File: config.mk
export PLATFORM = sky130hd
export DESIGN_NAME = symbol_packer_flat
export DESIGN_NICKNAME = d
export VERILOG_FILES = /design/src/rtl/symbol_packer_if.sv /design/src/rtl/symbol_packer.sv /design/src/flat_wrapper.sv
export SDC_FILE = /design/constraint.sdc
export NUM_CORES = 1
export LEC_CHECK = 0
export CORE_MARGIN = 10
export CORE_UTILIZATION = 48
export DETAILED_ROUTE_END_ITERATION = 16
export PLACE_DENSITY = 0.75
export SKIP_CTS_REPAIR_TIMING = 1
export SLEW_MARGIN = 20
export SYNTH_ARGS = -nofsm -noshare
export SYNTH_HDL_FRONTEND = slang
export SYNTH_SLANG_ARGS = --single-unit
File: constraint.sdc
create_clock -name clock -period 1.8 [get_ports clock]
set_input_delay 0.27 -clock clock [delete_from_list [all_inputs] [get_ports clock]]
set_output_delay 0.27 -clock clock [all_outputs]
set_load 0.01 [all_outputs]
File: src/rtl/symbol_packer_if.sv
// Output word stream of the symbol packer: valid/ready handshake with
// the packed word and the number of valid symbols in it.
interface symbol_packer_if #(
  parameter int SYM_W         = 3,
  parameter int SYMS_PER_WORD = 4,
  parameter int CNT_W         = $clog2(SYMS_PER_WORD + 1)
);
  logic                           m_valid;
  logic                           m_ready;
  logic [SYM_W*SYMS_PER_WORD-1:0] m_data;
  logic [CNT_W-1:0]               m_count;

  modport master (output m_valid, output m_data, output m_count, input m_ready);
  modport slave  (input m_valid, input m_data, input m_count, output m_ready);
endinterface

File: src/rtl/symbol_packer.sv
// Pops symbols from the upstream circular buffer and packs them LSB-first
// into words; flush drains a trailing partial word, zero-padded.
//
// state | meaning
// ------+---------------------------------------------------------------
// FILL  | collecting symbols; pops allowed while room remains in the word
// HOLD  | word presented on m_valid, held stable until m_ready
module symbol_packer #(
  parameter int SYM_W         = 3,
  parameter int SYMS_PER_WORD = 4,
  parameter int CNT_W         = $clog2(SYMS_PER_WORD + 1)
) (
  input  logic             clock,
  input  logic             reset,
  input  logic             fifo_empty,
  input  logic [SYM_W-1:0] fifo_dout,
  output logic             fifo_rd,
  input  logic             flush,
  symbol_packer_if.master  m_if,
  output logic             busy
);
  localparam int W = SYM_W * SYMS_PER_WORD;
  localparam logic [CNT_W:0]   FULL     = (CNT_W + 1)'(SYMS_PER_WORD);
  localparam logic [CNT_W-1:0] LAST_IDX = CNT_W'(SYMS_PER_WORD - 1);
  localparam logic [CNT_W-1:0] WORD_CNT = CNT_W'(SYMS_PER_WORD);

  typedef enum logic {FILL, HOLD} state_t;

  state_t           state, state_nxt;
  logic [CNT_W-1:0] collected, collected_nxt;
  logic             inflight, inflight_nxt;
  logic             flush_pend, flush_pend_nxt;
  logic [W-1:0]     shreg, shreg_nxt;
  logic [CNT_W-1:0] count, count_nxt;

  logic             handshake_now;
  logic [CNT_W:0]   room_cnt;

  // State and datapath registers; reset drops any partial word and in-flight pop.
  always_ff @(posedge clock or posedge reset) begin
    if (reset) begin
      state      <= FILL;
      collected  <= '0;
      inflight   <= 1'b0;
      flush_pend <= 1'b0;
      shreg      <= '0;
      count      <= '0;
    end else begin
      state      <= state_nxt;
      collected  <= collected_nxt;
      inflight   <= inflight_nxt;
      flush_pend <= flush_pend_nxt;
      shreg      <= shreg_nxt;
      count      <= count_nxt;
    end
  end

  // Pop request, symbol capture, flush handling and next-state decode.
  always_comb begin
    state_nxt      = state;
    collected_nxt  = collected;
    flush_pend_nxt = flush_pend;
    shreg_nxt      = shreg;
    count_nxt      = count;

    handshake_now = (state == HOLD) & m_if.m_ready;
    // During the handshake the word is already gone, so the room check
    // starts from an empty word; this keeps the pop stream bubble-free.
    room_cnt = (handshake_now ? '0 : {1'b0, collected}) + {{CNT_W{1'b0}}, inflight};
    fifo_rd  = ~fifo_empty & ~flush_pend & (room_cnt < FULL) &
               ((state == FILL) | handshake_now);
    inflight_nxt = fifo_rd;

    case (state)
      FILL: begin
        if (inflight) begin
          for (int k = 0; k < SYMS_PER_WORD; k++) begin
            if (collected == CNT_W'(k)) shreg_nxt[k*SYM_W +: SYM_W] = fifo_dout;
          end
          collected_nxt = collected + CNT_W'(1);
        end
        if (inflight && (collected == LAST_IDX)) begin
          // Word completes; a flush landing here is absorbed by this word.
          state_nxt      = HOLD;
          count_nxt      = WORD_CNT;
          flush_pend_nxt = 1'b0;
        end else if (flush_pend && !inflight) begin
          state_nxt      = HOLD;
          count_nxt      = collected;
          flush_pend_nxt = 1'b0;
        end else if (flush && ((collected != '0) || inflight)) begin
          flush_pend_nxt = 1'b1;
        end
      end
      HOLD: begin
        if (m_if.m_ready) begin
          state_nxt     = FILL;
          collected_nxt = '0;
          shreg_nxt     = '0;
          count_nxt     = '0;
        end
      end
      default: state_nxt = FILL;
    endcase
  end

  assign m_if.m_valid = (state == HOLD);
  assign m_if.m_data  = shreg;
  assign m_if.m_count = count;
  assign busy         = (collected != '0) | inflight | (state == HOLD) | flush_pend;
endmodule

File: src/flat_wrapper.sv
// flat-port wrapper written by rule: the top's interface ports become plain ports
module symbol_packer_flat 
#(
  parameter int SYM_W         = 3,
  parameter int SYMS_PER_WORD = 4,
  parameter int CNT_W         = $clog2(SYMS_PER_WORD + 1)
)
  (clock, reset, fifo_empty, fifo_dout, fifo_rd, flush, busy, m_if_m_valid, m_if_m_data, m_if_m_count, m_if_m_ready);
  symbol_packer_if #(.SYM_W(SYM_W), .SYMS_PER_WORD(SYMS_PER_WORD), .CNT_W(CNT_W)) m_if_i ();
  input  logic clock;
  input  logic reset;
  input  logic fifo_empty;
  input  logic [SYM_W-1:0] fifo_dout;
  output logic fifo_rd;
  input  logic flush;
  output logic busy;
  output wire logic [$bits(m_if_i.m_valid)-1:0] m_if_m_valid;
  output wire logic [$bits(m_if_i.m_data)-1:0] m_if_m_data;
  output wire logic [$bits(m_if_i.m_count)-1:0] m_if_m_count;
  input wire logic [$bits(m_if_i.m_ready)-1:0] m_if_m_ready;
  assign m_if_m_valid = m_if_i.m_valid;
  assign m_if_m_data = m_if_i.m_data;
  assign m_if_m_count = m_if_i.m_count;
  assign m_if_i.m_ready = m_if_m_ready;
  symbol_packer #(.SYM_W(SYM_W), .SYMS_PER_WORD(SYMS_PER_WORD), .CNT_W(CNT_W)) u_core (.clock(clock), .reset(reset), .fifo_empty(fifo_empty), .fifo_dout(fifo_dout), .fifo_rd(fifo_rd), .flush(flush), .m_if(m_if_i), .busy(busy));
endmodule
==> qor.txt <==
run status - complete, no violations
clock root buffer - clkbuf_4
final non-filler cell total - 154
DR pass1 iterations - 4
gr usage total - 12.88%
global-route wire length before repair - 4.574 mm
post-route clock period utilization - 95.39%
Post-Syn Instances - 95
yosys warns - 0
final WL - 2.563 mm
die height - 67.29 microns
CTS tree - done
CP startpoint kind - flop
CP Class - flop to output port
Top-Level Pins - 26
Vias per Instance - 5.656
final-report setup violation count - 0
FF-to-FF Start - u_core.collected[0]
slew of the pin with the lowest slew margin - 344.6 ps
Final Hold Fails - 0
Critical Path AT - 1450 ps
register area share after synthesis - 48.95%
clk sinks - 21
Post-synth EDFFs - 0
fmax - 0.5824 GHz
RSZ-0062 raised after global routing - true
total gr overflow - 0
buffers added on ports - 25
vias - 871
Max-cap violations - 0
DRC errors left - 0
Placed Cells - 150
CP Launch Point - u_core.collected[1]
Hold Crit Class - input pin to asynchronous set/reset pin
Avg Synthesized Cell Area - 11.30 sq um
clock buffer depth - 2
full die area - 0.004528 sq mm
die span in x - 67.29 microns
Hold Slack - 285.3 ps
Final Max Slew Viols - 0
WP data required - 1530 ps
pre-CTS setup slack - -122.9 ps
Syn-to-layout area delta - 32.40%
minimum clock period - 1717 ps
Mapped Nets - 108
core footprint - 0.002170 sq mm
power per cell area - 1326 mW/mm^2
Clock Skew - 3.125 ps
Worst VDD drop - 808.7 uV
post-DP HPWL - 1.901 mm
H-Tree Depth - 1
clk slew on worst S/H paths - 110 ps
Num CTS Buffers - 3
pin count of the biggest net entering global routing - 22
post-synthesis async set-or-reset flop share - 100.0%
Final GP Congestion - 0.8243
clock latency on the worst-skew pair - 300 ps
synth top area cells - dfrtp_1 (49%), a22o_1 (8.2%), ha_1 (5.8%)
initial antenna violation count - 0
Ant. Diodes - 0
Nets - 140
Worst setup EP type - output port
vias in the first global route - 968
Rows - 17
share of post-route cells with drive strength above 1 - 15.87%
cell leakage power - 0.6752 nW
Max-Slew Margin vs Limit - 76.90%
Final Power - 0.001884 W
Synth cell types - 33
Max FO, Critical Path - 5
violation count after the first detailed-route iteration - 24
post-synth top area share - 48.95%
Post-synth top flop - dfrtp_1
Post-DRT Antenna Nets - 0
Starting Density - 49.48%
Yosys top cell by area - dfrtp_1
post-layout util - 65.51%
Yosys reg bits - 21
PnR worst setup slack - 82.92 ps
Mapped Area - 0.001074 sq mm
WL per Instance - 16.64 microns
## path summary, 6_finish.rpt
kind / to / slack (ps) / cells after the start
worst max register to register: u_core.m_if.m_count[0] / 120 / 6
max in group asynchronous: u_core.m_if.m_data[8] / 1290 / 3
worst min register to register: u_core.m_if.m_data[6] / 510 / 1
worst min-delay path: u_core.m_if.m_data[6] / 290 / 3
worst max-delay path: busy / 80 / 5
min in group clock: u_core.inflight / 500 / 2
## logic make-up (layout without fill, tap and decap cells)
| group | count (synthesis) | count (layout) | share of synthesized area [%] |
|---|---|---|---|
| AOI/OAI and AO/OA | 27 | 27 | 20.51 |
| and+or+nand+nor | 23 | 23 | 13.29 |
| DFF | 21 | 21 | 48.95 |
| buffers and inverters | 14 | 45 | 6.643 |
| adders and majority gates | 5 | 5 | 5.828 |
| muxes | 5 | 5 | 4.779 |
## where the power goes
group          total, W  switching (W)  internal, W
Sequential     0.000681      0.0000934     0.000588
Combinational  0.000979       0.000497     0.000482
Clock          0.000225       0.000138    0.0000865
## critical path, cell delays in order (launching register included)
cell and delay (ps):
dfrtp_1 400, buf_4 160, inv_1 80, ha_1 210, nand3_1 110, dlymetal6s2s_1 190
## routing by layer
layer	up-vias	track usage, %	routed length [microns]
met5	-	0	0
met4	0	6.667	22
met3	4	4.463	246
met2	34	21.45	1286
met1	426	14.27	1008
li1	407	-	-
## state kept, by name (all words and copies together) (netlist names)
register             flops
u_core.collected         3
u_core.flush_pend        1
u_core.inflight          1
u_core.m_if.m_count      3
u_core.m_if.m_data      12
u_core.m_if.m_valid      1
## final cells by class
cell class                 count  area (sq um)
sequential                    21         525.5
multi-input combinational     60         486.7
inverter                       7         26.28
timing repair buffer          34         321.6
fill                         182         748.2
tap                           28         35.03
clock buffer                   4         26.28
## layout by cell type (no fill, tap or decap), types with 3 or more instances in the layout
cell type and n:
a22o_1 10, buf_4 8, clkbuf_4 3, clkdlybuf4s50_1 22
dfrtp_1 21, ha_1 5, inv_1 7, mux2i_1 4
nand2_1 5, nand2b_1 3, nor2b_1 7, o22ai_1 4
## Yosys cell counts (all sizes together) (2+ instances only)
master / count
nand3: 2
a32o: 2
o21ai: 2
nor2b: 7
dfrtp: 21
inv: 7
o22ai: 4
ha: 5
a22o: 10
mux2i: 4
nand2: 5
a211oi: 2
a21oi: 2
nand2b: 3
and4bb: 2
buf: 5
clkbuf: 2
## through the flow
stage	cell area (sq um)	TNS (ps)
2_1_floorplan	1074	0
3_3_place_gp	1381	-108.0
3_5_place_dp	1381	-122.9
4_1_cts	1408	-732.2
5_1_grt	1421	-22.23
6_report	1421	0
(Power assumes the default switching activity.)
